<file path="config.mk">
export PLATFORM = sky130hd
export DESIGN_NAME = unit_hazard_forward
export DESIGN_NICKNAME = d
export VERILOG_FILES = /design/src/rtl/unit_hazard_forward.sv
export SDC_FILE = /design/constraint.sdc
export NUM_CORES = 1
export LEC_CHECK = 0
export ABC_AREA = 1
export BUFFER_PORTS_ARGS = -buffer_cell sky130_fd_sc_hd__buf_2
export CAP_MARGIN = 15
export CELL_PAD_IN_SITES_DETAIL_PLACEMENT = 0
export CELL_PAD_IN_SITES_GLOBAL_PLACEMENT = 2
export CORE_ASPECT_RATIO = 1.5
export CORE_MARGIN = 1
export CORE_UTILIZATION = 21
export DETAILED_ROUTE_END_ITERATION = 8
export GPL_TIMING_DRIVEN = 0
export MAX_ROUTING_LAYER = met4
export PLACE_DENSITY_LB_ADDON = 0.1
export REMOVE_ABC_BUFFERS = 1
export SLEW_MARGIN = 20
export SYNTH_ARGS = -nofsm -noshare
export SYNTH_HDL_FRONTEND = slang
export SYNTH_SLANG_ARGS = --single-unit
</file>
<file path="constraint.sdc">
create_clock -name i_clk -period 6.6 [get_ports i_clk]
set_input_delay 1.32 -clock i_clk [delete_from_list [all_inputs] [get_ports i_clk]]
set_output_delay 1.32 -clock i_clk [all_outputs]
set_load 0.03 [all_outputs]
</file>
<file path="src/rtl/unit_hazard_forward.sv">
// Data-hazard unit for the 5-stage MIPS pipeline: EX/ID operand forwarding plus load-use and
// branch-dependency stall FSM. Optional stall statistics counter under `HAZARD_STATS_EN`.
module unit_hazard_forward #(
  parameter int unsigned BITS_REGS          = 5,
  parameter int unsigned BITS_CORTOCIRCUITO = 3,
  parameter int unsigned BITS_FWD_BRANCH    = 2,
  parameter int unsigned BITS_STALL_CNT     = 2
) (
  input  logic                          i_clk,
  input  logic                          i_reset,
  input  logic                          i_valid_ID,
  input  logic [BITS_REGS-1:0]          i_ID_rs,
  input  logic [BITS_REGS-1:0]          i_ID_rt,
  input  logic                          i_ID_uses_rt,
  input  logic                          i_ID_is_branch,
  input  logic                          i_flush_ID,
  input  logic                          i_IDEX_reg_write,
  input  logic                          i_IDEX_mem_read,
  input  logic [BITS_REGS-1:0]          i_IDEX_rd,
  input  logic [BITS_REGS-1:0]          i_EX_rs,
  input  logic [BITS_REGS-1:0]          i_EX_rt,
  input  logic                          i_EXMEM_reg_write,
  input  logic                          i_EXMEM_mem_read,
  input  logic [BITS_REGS-1:0]          i_EXMEM_rd,
  input  logic                          i_MEMWB_reg_write,
  input  logic [BITS_REGS-1:0]          i_MEMWB_rd,
  output logic [BITS_CORTOCIRCUITO-1:0] o_mux_A,
  output logic [BITS_CORTOCIRCUITO-1:0] o_mux_B,
  output logic [BITS_FWD_BRANCH-1:0]    o_fwd_branch_A,
  output logic [BITS_FWD_BRANCH-1:0]    o_fwd_branch_B,
  output logic                          o_stall_pc,
  output logic                          o_stall_IFID,
  output logic                          o_flush_IDEX,
  output logic [31:0]                   o_stall_count
);

  localparam logic [BITS_CORTOCIRCUITO-1:0] MuxRf    = '0;
  localparam logic [BITS_CORTOCIRCUITO-1:0] MuxExMem = BITS_CORTOCIRCUITO'(1);
  localparam logic [BITS_CORTOCIRCUITO-1:0] MuxMemWb = BITS_CORTOCIRCUITO'(2);
  localparam logic [BITS_FWD_BRANCH-1:0]    BrRf     = '0;
  localparam logic [BITS_FWD_BRANCH-1:0]    BrExMem  = BITS_FWD_BRANCH'(1);
  localparam logic [BITS_FWD_BRANCH-1:0]    BrMemWb  = BITS_FWD_BRANCH'(2);

  typedef enum logic [0:0] {StRun, StStall} state_e;

  state_e                    state_q, state_d;
  logic [BITS_STALL_CNT-1:0] cnt_q, cnt_d;
  logic [1:0]                stall_k;
  logic                      stall;
  logic                      stall_out;

  // Loads in MEM have no data yet, so EX/MEM is only a forwarding source for ALU results.
  logic exmem_src_ok, memwb_src_ok;
  assign exmem_src_ok = i_EXMEM_reg_write && !i_EXMEM_mem_read && (i_EXMEM_rd != '0);
  assign memwb_src_ok = i_MEMWB_reg_write && (i_MEMWB_rd != '0);

  logic branch_fwd_en;
  assign branch_fwd_en = i_ID_is_branch && i_valid_ID;

  always_comb begin
    o_mux_A        = MuxRf;
    o_mux_B        = MuxRf;
    o_fwd_branch_A = BrRf;
    o_fwd_branch_B = BrRf;
    if (!i_reset) begin
      if (exmem_src_ok && (i_EXMEM_rd == i_EX_rs)) begin
        o_mux_A = MuxExMem;
      end else if (memwb_src_ok && (i_MEMWB_rd == i_EX_rs)) begin
        o_mux_A = MuxMemWb;
      end

      if (exmem_src_ok && (i_EXMEM_rd == i_EX_rt)) begin
        o_mux_B = MuxExMem;
      end else if (memwb_src_ok && (i_MEMWB_rd == i_EX_rt)) begin
        o_mux_B = MuxMemWb;
      end

      if (branch_fwd_en) begin
        if (exmem_src_ok && (i_EXMEM_rd == i_ID_rs)) begin
          o_fwd_branch_A = BrExMem;
        end else if (memwb_src_ok && (i_MEMWB_rd == i_ID_rs)) begin
          o_fwd_branch_A = BrMemWb;
        end

        if (exmem_src_ok && (i_EXMEM_rd == i_ID_rt)) begin
          o_fwd_branch_B = BrExMem;
        end else if (memwb_src_ok && (i_MEMWB_rd == i_ID_rt)) begin
          o_fwd_branch_B = BrMemWb;
        end
      end
    end
  end

  // Dependency hits of the ID sources against the producers in EX and MEM.
  logic idex_rs_hit, idex_rt_hit, exmem_rs_hit, exmem_rt_hit;
  assign idex_rs_hit  = (i_IDEX_rd != '0) && (i_IDEX_rd == i_ID_rs);
  assign idex_rt_hit  = (i_IDEX_rd != '0) && (i_IDEX_rd == i_ID_rt);
  assign exmem_rs_hit = (i_EXMEM_rd != '0) && (i_EXMEM_rd == i_ID_rs);
  assign exmem_rt_hit = (i_EXMEM_rd != '0) && (i_EXMEM_rd == i_ID_rt);

  logic load_use, br_load_ex, br_alu_ex, br_load_mem;
  assign load_use    = i_IDEX_mem_read && (idex_rs_hit || (i_ID_uses_rt && idex_rt_hit));
  assign br_load_ex  = i_ID_is_branch && i_IDEX_mem_read && (idex_rs_hit || idex_rt_hit);
  assign br_alu_ex   = i_ID_is_branch && i_IDEX_reg_write && (idex_rs_hit || idex_rt_hit);
  assign br_load_mem = i_ID_is_branch && i_EXMEM_mem_read && (exmem_rs_hit || exmem_rt_hit);

  // Later assignments override earlier ones, so the largest requirement wins.
  always_comb begin
    stall_k = 2'd0;
    if (i_valid_ID && !i_flush_ID) begin
      if (load_use || br_alu_ex || br_load_mem) begin
        stall_k = 2'd1;
      end
      if (br_load_ex) begin
        stall_k = 2'd2;
      end
    end
  end

  always_comb begin
    state_d = state_q;
    cnt_d   = cnt_q;
    stall   = 1'b0;
    if (i_flush_ID) begin
      state_d = StRun;
      cnt_d   = '0;
    end else begin
      unique case (state_q)
        StRun: begin
          if (stall_k != 2'd0) begin
            stall   = 1'b1;
            cnt_d   = BITS_STALL_CNT'(stall_k - 2'd1);
            state_d = (stall_k == 2'd2) ? StStall : StRun;
          end
        end
        StStall: begin
          stall = 1'b1;
          cnt_d = cnt_q - BITS_STALL_CNT'(1);
          if (cnt_d == '0) begin
            state_d = StRun;
          end
        end
      endcase
    end
  end

  always_ff @(posedge i_clk) begin
    if (i_reset) begin
      state_q <= StRun;
      cnt_q   <= '0;
    end else begin
      state_q <= state_d;
      cnt_q   <= cnt_d;
    end
  end

  assign stall_out    = stall && !i_reset;
  assign o_stall_pc   = stall_out;
  assign o_stall_IFID = stall_out;
  assign o_flush_IDEX = stall_out;

`ifdef HAZARD_STATS_EN
  logic [31:0] stall_count_q, stall_count_d;

  always_comb begin
    stall_count_d = stall_count_q;
    if (stall_out && (stall_count_q != 32'hFFFF_FFFF)) begin
      stall_count_d = stall_count_q + 32'd1;
    end
  end

  always_ff @(posedge i_clk) begin
    if (i_reset) begin
      stall_count_q <= '0;
    end else begin
      stall_count_q <= stall_count_d;
    end
  end

  assign o_stall_count = stall_count_q;
`else
  assign o_stall_count = '0;
`endif

endmodule

</file>
* Yosys cells after proc, flatten, opt, wreduce, memory -nomap -nowiden
Index checks and enable logic that the tools add are counted.
Storage, ports and cells: word-level logic and storage cells 83, bits of input ports 46, flip-flop bits (word level) 3, output and inout port bits 45
Cells by class: reduce and logical (&&, ||, !) cells 40, mux-type cells 26, add/subtract/negate cells 2, bitwise gates (word level) 1, equal/unequal tests 12
Operator list (number):
- $eq 5x5->1 | 10
- $mux 2 | 17
- $logic_and 1x1->1 | 26
- $reduce_bool 5->1 | 3
- $mux 1 | 6
- $logic_or 1x1->1 | 5
- $pmux 1 s2 | 2
- $pmux 2 s2 | 1
- $sub 2x1->2 const B | 2
- $logic_not 1->1 | 3
- $eq 2x2->1 const B | 1
- $logic_not 2->1 | 1
- $ne 2x2->1 const B | 1
- $reduce_bool 2->1 | 1
- $reduce_or 2->1 | 1
- $not 1->1 | 1

* Longest topological paths before layout
word-level depth 15, gate-level depth with buffers 17, mapped depth without buffers 17

* Least setup slack after synthesis
No wires, ideal clock.
path kind input -> output, from in i_EXMEM_rd[3], to out o_stall_IFID, data arrival time 3.104 ns, path buffers 2, setup slack 2.176 ns, required time 5.280 ns, cell stages on the path 13, path through buf_4 > xor2_1 > nor2_1 > nand3_2 > nand2_1 > nand2_1 > nand3_2 > nand2_2 > ha_1 > inv_1 > nor2_1 > nor2_1 > buf_4
On the way: cells in the longest elaborated chain, start to end 13, elaborated cells between the ends (all ways) 16, those cells by class eq/ne: 2; mux: 6; reduce/logical: 8
Ends and longest elaborated chain:
- start, declared | line 24 | input logic [BITS_REGS-1:0] i_EXMEM_rd,
- $eq 5x5->1, or another cell as far along | line 98 | assign exmem_rs_hit = (i_EXMEM_rd != '0) && (i_EXMEM_rd == i_ID_rs);
- $logic_and 1x1->1, on equally long branches | line 98, 99
- $logic_or 1x1->1 * | line 105 | assign br_load_mem = i_ID_is_branch && i_EXMEM_mem_read && (exmem_rs_hit || exmem_rt_hit);
- $logic_and 1x1->1 * | line 105
- $logic_or 1x1->1 * | line 111 | if (load_use || br_alu_ex || br_load_mem) begin
- $mux 1 * | line 111
- $mux 2 * | line 114 | if (br_load_ex) begin
- $mux 2 * | line 110 | if (i_valid_ID && !i_flush_ID) begin
- $reduce_bool 2->1 * | line 130 | if (stall_k != 2'd0) begin
- $mux 1 * | line 130
- $pmux 1 s2 * | line 128 | unique case (state_q)
- $mux 1 * | line 124 | if (i_flush_ID) begin
- $logic_and 1x1->1 * | line 157 | assign stall_out = stall && !i_reset;
- end, declared | line 32 | output logic o_stall_IFID,
Every way passes the cells marked *; elsewhere a longest branch is shown, timed or not.

* Final worst setup path
from in i_EXMEM_rd[1], to out o_stall_pc
On the way: cells in the longest elaborated chain, start to end 13, elaborated cells between the ends (all ways) 16, those cells by class eq/ne: 2; mux: 6; reduce/logical: 8
Ends and longest elaborated chain:
- $eq 5x5->1, or another cell as far along | line 98
- $logic_and 1x1->1, on equally long branches | line 98, 99
- $logic_or 1x1->1 * | line 105
- $logic_and 1x1->1 * | line 105
- $logic_or 1x1->1 * | line 111
- $mux 1 * | line 111
- $mux 2 * | line 114
- $mux 2 * | line 110
- $reduce_bool 2->1 * | line 130
- $mux 1 * | line 130
- $pmux 1 s2 * | line 128
- $mux 1 * | line 124
- $logic_and 1x1->1 * | line 157
- end, declared | line 31 | output logic o_stall_pc,
Marked as above.

==> results.md <==
| Item | This run | Unit |
|:---|:---|:---|
| Placed cell area | 1590 | um2 |
| Worst reg2reg startpoint | cnt_q[0] | - |
| Post-detailed-route via-to-cell ratio | 4.11 | - |
| Post-layout net count | 333 | - |
| Die Outline Area | 7000 | um2 |
| RSZ-0062 raised after global routing | false | - |
| Last weighted congestion value of the routability-driven placer | 0.750 | - |
| Number of enable-type register cells in the synthesized netlist | 0 | - |
| Arr. time, crit path | 2.92 | ns |
| Outcome | finished, final reports clean | - |
| Antenna violations before repair | 0 | - |
| Setup violators final | 0 | - |
| Via Count | 1,477 | - |
| Synth Area per Inst | 6.06 | um2 |
| First DRT Iteration DRCs | 14 | - |
| Number of warnings reported in the yosys synthesis log | 0 | - |
| Highest Clock Rate | 236 | MHz |
| Worst Path Required | 5.28 | ns |
| Main area contributors after synthesis | sky130_fd_sc_hd__buf_4 20%, sky130_fd_sc_hd__nand2_1 14%, sky130_fd_sc_hd__xor2_1 10%, sky130_fd_sc_hd__inv_1 8.0%, sky130_fd_sc_hd__xnor2_1 6.9% | - |
| Number of buffers created by CTS | 3 | - |
| Power density normalized to cell area | 104 | nW/um2 |
| WL/cell | 12.0 | um |
| Clock H-tree levels | 1 | - |
| Placed insts | 355 | - |
| Path category of the worst min-delay check | register to register | - |
| Area fraction of the dominant cell type after synthesis | 20.4 | % |
| Library cell occupying the most area in the post-synthesis netlist | sky130_fd_sc_hd__buf_4 | - |
| Number of buffers inserted by post-CTS setup repair | 0 | - |
| Worst-Skew Late Latency | 0.21 | ns |
| Cell at the root of the clock tree | sky130_fd_sc_hd__clkbuf_8 | - |
| Total non-filler cell area in the finished layout | 1640 | um2 |
| R2r endpoint | cnt_q[1] | - |
| CTS tree | yes | - |
| Clk slew on worst S/H paths | 0.03 | ns |
| Most common flop cell mapped by yosys | sky130_fd_sc_hd__dfxtp_1 | - |
| Core Region | 6490 | um2 |
| Vert. Die Dim | 102 | um |
| Leakage component of the power | 0.938 | nW |
| Antenna fix cells | 0 | - |
| Total standard cell area after synthesis | 1400 | um2 |
| Count leader, synth | sky130_fd_sc_hd__nand2_1 | - |
| Endpoint kind of the worst setup timing path | primary output | - |
| Initial Util | 21.6 | % |
| Post-route clock period utilization | 64.2 | % |
| Final wirelength | 4.32 | mm |
| Quantity of gates resized following cts | 0 | - |
| Hold violation total from the final report | 0 | - |
| Worst ir drop on vdd | 57.1 | uV |
| Buffers from clock root to sink, at most | 2 | - |
| Congestion Overflow GR | 0 | - |
| Launching element type of the critical path | input port | - |
| Via count of the first global-routing pass | 1,423 | - |
| Layout cell share with drive strength beyond 1 | 27.6 | % |
| CTS Hold Bufs | 0 | - |
| Number of DRC violations after detailed routing | 0 | - |
| Sequential share of the synthesized area | 4.29 | % |
| Post-synthesis instance total | 231 | - |
| Synth-to-Final Area Change | 17.0 | % |
| Standard-cell row count | 36 | - |
| Clock skew | 0.00156 | ns |
| Total Routing Usage GR | 13.4 | % |
| Final HPWL from detailed placement | 3.81 | mm |
| Number of nets with antenna violations after routing | 0 | - |
| Total clock sinks | 3 | - |
| Global-route wire length before repair | 6.70 | mm |
| Final std cells w/o fill | 359 | - |
| Capture point of the critical path | o_stall_pc | - |
| Critical path launch point | i_EXMEM_rd[1] | - |
| R2R setup slack | 5.64 | ns |
| Time the worst path needs with I/O delays and setup | 4.24 | ns |
| Pre-Repair DR Iteration Count | 4 | - |
| Number of top-level design ports | 91 | - |
| Largest net degree at the start of global routing | 9 | - |
| Number of maximum-capacitance violations | 0 | - |
| Maximum fanout encountered on the critical timing path | 6 | - |
| Unique cell type count in the Yosys netlist | 33 | - |
| Asr flop ratio synth | 0 | % |
| Total of flip-flops plus latches after synthesis | 3 | - |
| Setup TNS | 0 | ns |
| Critical path class | input port to primary output | - |
| Number of input and output port buffers inserted | 56 | - |
| Overall Power | 0.170 | mW |
| Floorplan die width | 68.7 | um |
| Most frequent cells after synthesis | 53 x sky130_fd_sc_hd__nand2_1, 38 x sky130_fd_sc_hd__buf_4, 30 x sky130_fd_sc_hd__inv_1 | - |
| Number of cells on the worst reg-to-reg path | 5 | - |
| Slew Viols, Final | 0 | - |
area by class of cell:
cell class,count,area [um2]
inverter,32,120
sequential,3,60.1
multi-input combinational,188,1040
timing repair buffer,56,280
clock buffer,4,45.0
fill,781,4850
tap,76,95.1
flip-flops by register name (all words and copies together) (netlist names):
signal / count
cnt_q: 2
state_q: 1
worst min path at each step:
stage / start / depth (start not counted) / endpoint
global placement: state_q / 1 / state_q
global route: state_q / 1 / state_q
floorplan: state_q / 1 / state_q
CTS: state_q / 1 / state_q
detailed placement: state_q / 1 / state_q
finish: state_q / 1 / state_q
metal layers:
layer  track usage, %  part of all wire [%]  vias to the layer above
li1                 -                     -                      768
met1             14.3                    41                      653
met2             26.5                    54                       54
met3             1.12                   4.6                        2
met4             1.28                  0.62                        0
met5                -                     0                        -
cell families (layout without fill, tap and decap cells):
group	count (synthesis)	in the layout	share of synthesized area (%)
buffers and inverters	73	92	30.5
adders and majority gates	3	3	2.68
and+or+nand+nor	99	99	32.4
AOI/OAI and AO/OA	25	25	13.0
other	1	34	0.268
xor gates and xnor gates	27	27	16.9
DFF	3	3	4.29
placed cells by master (no fill, tap or decap), types with 2 or more instances in the layout:
cell type	Yosys	final
sky130_fd_sc_hd__ha_1	3	3
sky130_fd_sc_hd__inv_2	2	2
sky130_fd_sc_hd__nor3_2	2	2
sky130_fd_sc_hd__nor2_1	14	14
sky130_fd_sc_hd__nand3_2	3	3
sky130_fd_sc_hd__o21ai_0	2	2
sky130_fd_sc_hd__buf_2	2	56
sky130_fd_sc_hd__a21oi_1	8	8
sky130_fd_sc_hd__o2111a_1	2	2
sky130_fd_sc_hd__a221oi_1	2	2
sky130_fd_sc_hd__nand2_1	53	53
sky130_fd_sc_hd__nand2_2	4	4
sky130_fd_sc_hd__o22ai_1	3	3
sky130_fd_sc_hd__nor3_1	6	6
sky130_fd_sc_hd__dfxtp_1	3	3
sky130_fd_sc_hd__clkbuf_8	0	3
sky130_fd_sc_hd__nand3_1	8	8
sky130_fd_sc_hd__inv_1	30	30
sky130_fd_sc_hd__or2_2	3	3
sky130_fd_sc_hd__a21oi_2	3	3
sky130_fd_sc_hd__nand4_1	3	3
sky130_fd_sc_hd__xnor2_1	11	11
sky130_fd_sc_hd__xor2_1	16	16
sky130_fd_sc_hd__conb_1	1	34
critical path, cell delays in order:
cell                      delay (ns)
sky130_fd_sc_hd__buf_2          0.15
sky130_fd_sc_hd__inv_2          0.09
sky130_fd_sc_hd__nand2_1        0.06
sky130_fd_sc_hd__a21oi_2        0.17
sky130_fd_sc_hd__nand3_2        0.12
sky130_fd_sc_hd__nand2_1        0.08
sky130_fd_sc_hd__nand2_1        0.06
sky130_fd_sc_hd__nand3_2        0.07
sky130_fd_sc_hd__nand2_2        0.08
sky130_fd_sc_hd__ha_1           0.22
sky130_fd_sc_hd__inv_1          0.05
sky130_fd_sc_hd__nor2_1         0.04
sky130_fd_sc_hd__nor2_1         0.16
sky130_fd_sc_hd__buf_2          0.22
power breakdown:
| group | internal [mW] | switching [mW] | total [mW] | leakage [nW] |
|---|---|---|---|---|
| combinational | 0.0301 | 0.0700 | 0.100 | 0.891 |
| sequential | 0.0184 | 0.0000804 | 0.0185 | 0.0242 |
| clock | 0.0411 | 0.0106 | 0.0517 | 0.0228 |
| total | 0.0895 | 0.0807 | 0.170 | 0.938 |
through the flow:
stage | setup slack, ns | utilization (%) | hold slack [ns]
6_report | 2.36 | 25.3 | 0.502
5_1_grt | 2.07 | 25.3 | 0.531
4_1_cts | 2.31 | 25.3 | 0.516
3_5_place_dp | 2.32 | 24.6 | 0.507
3_3_place_gp | 2.32 | 24.6 | 0.523
2_1_floorplan | 1.88 | - | 0.464
(Power assumes the default switching activity.)
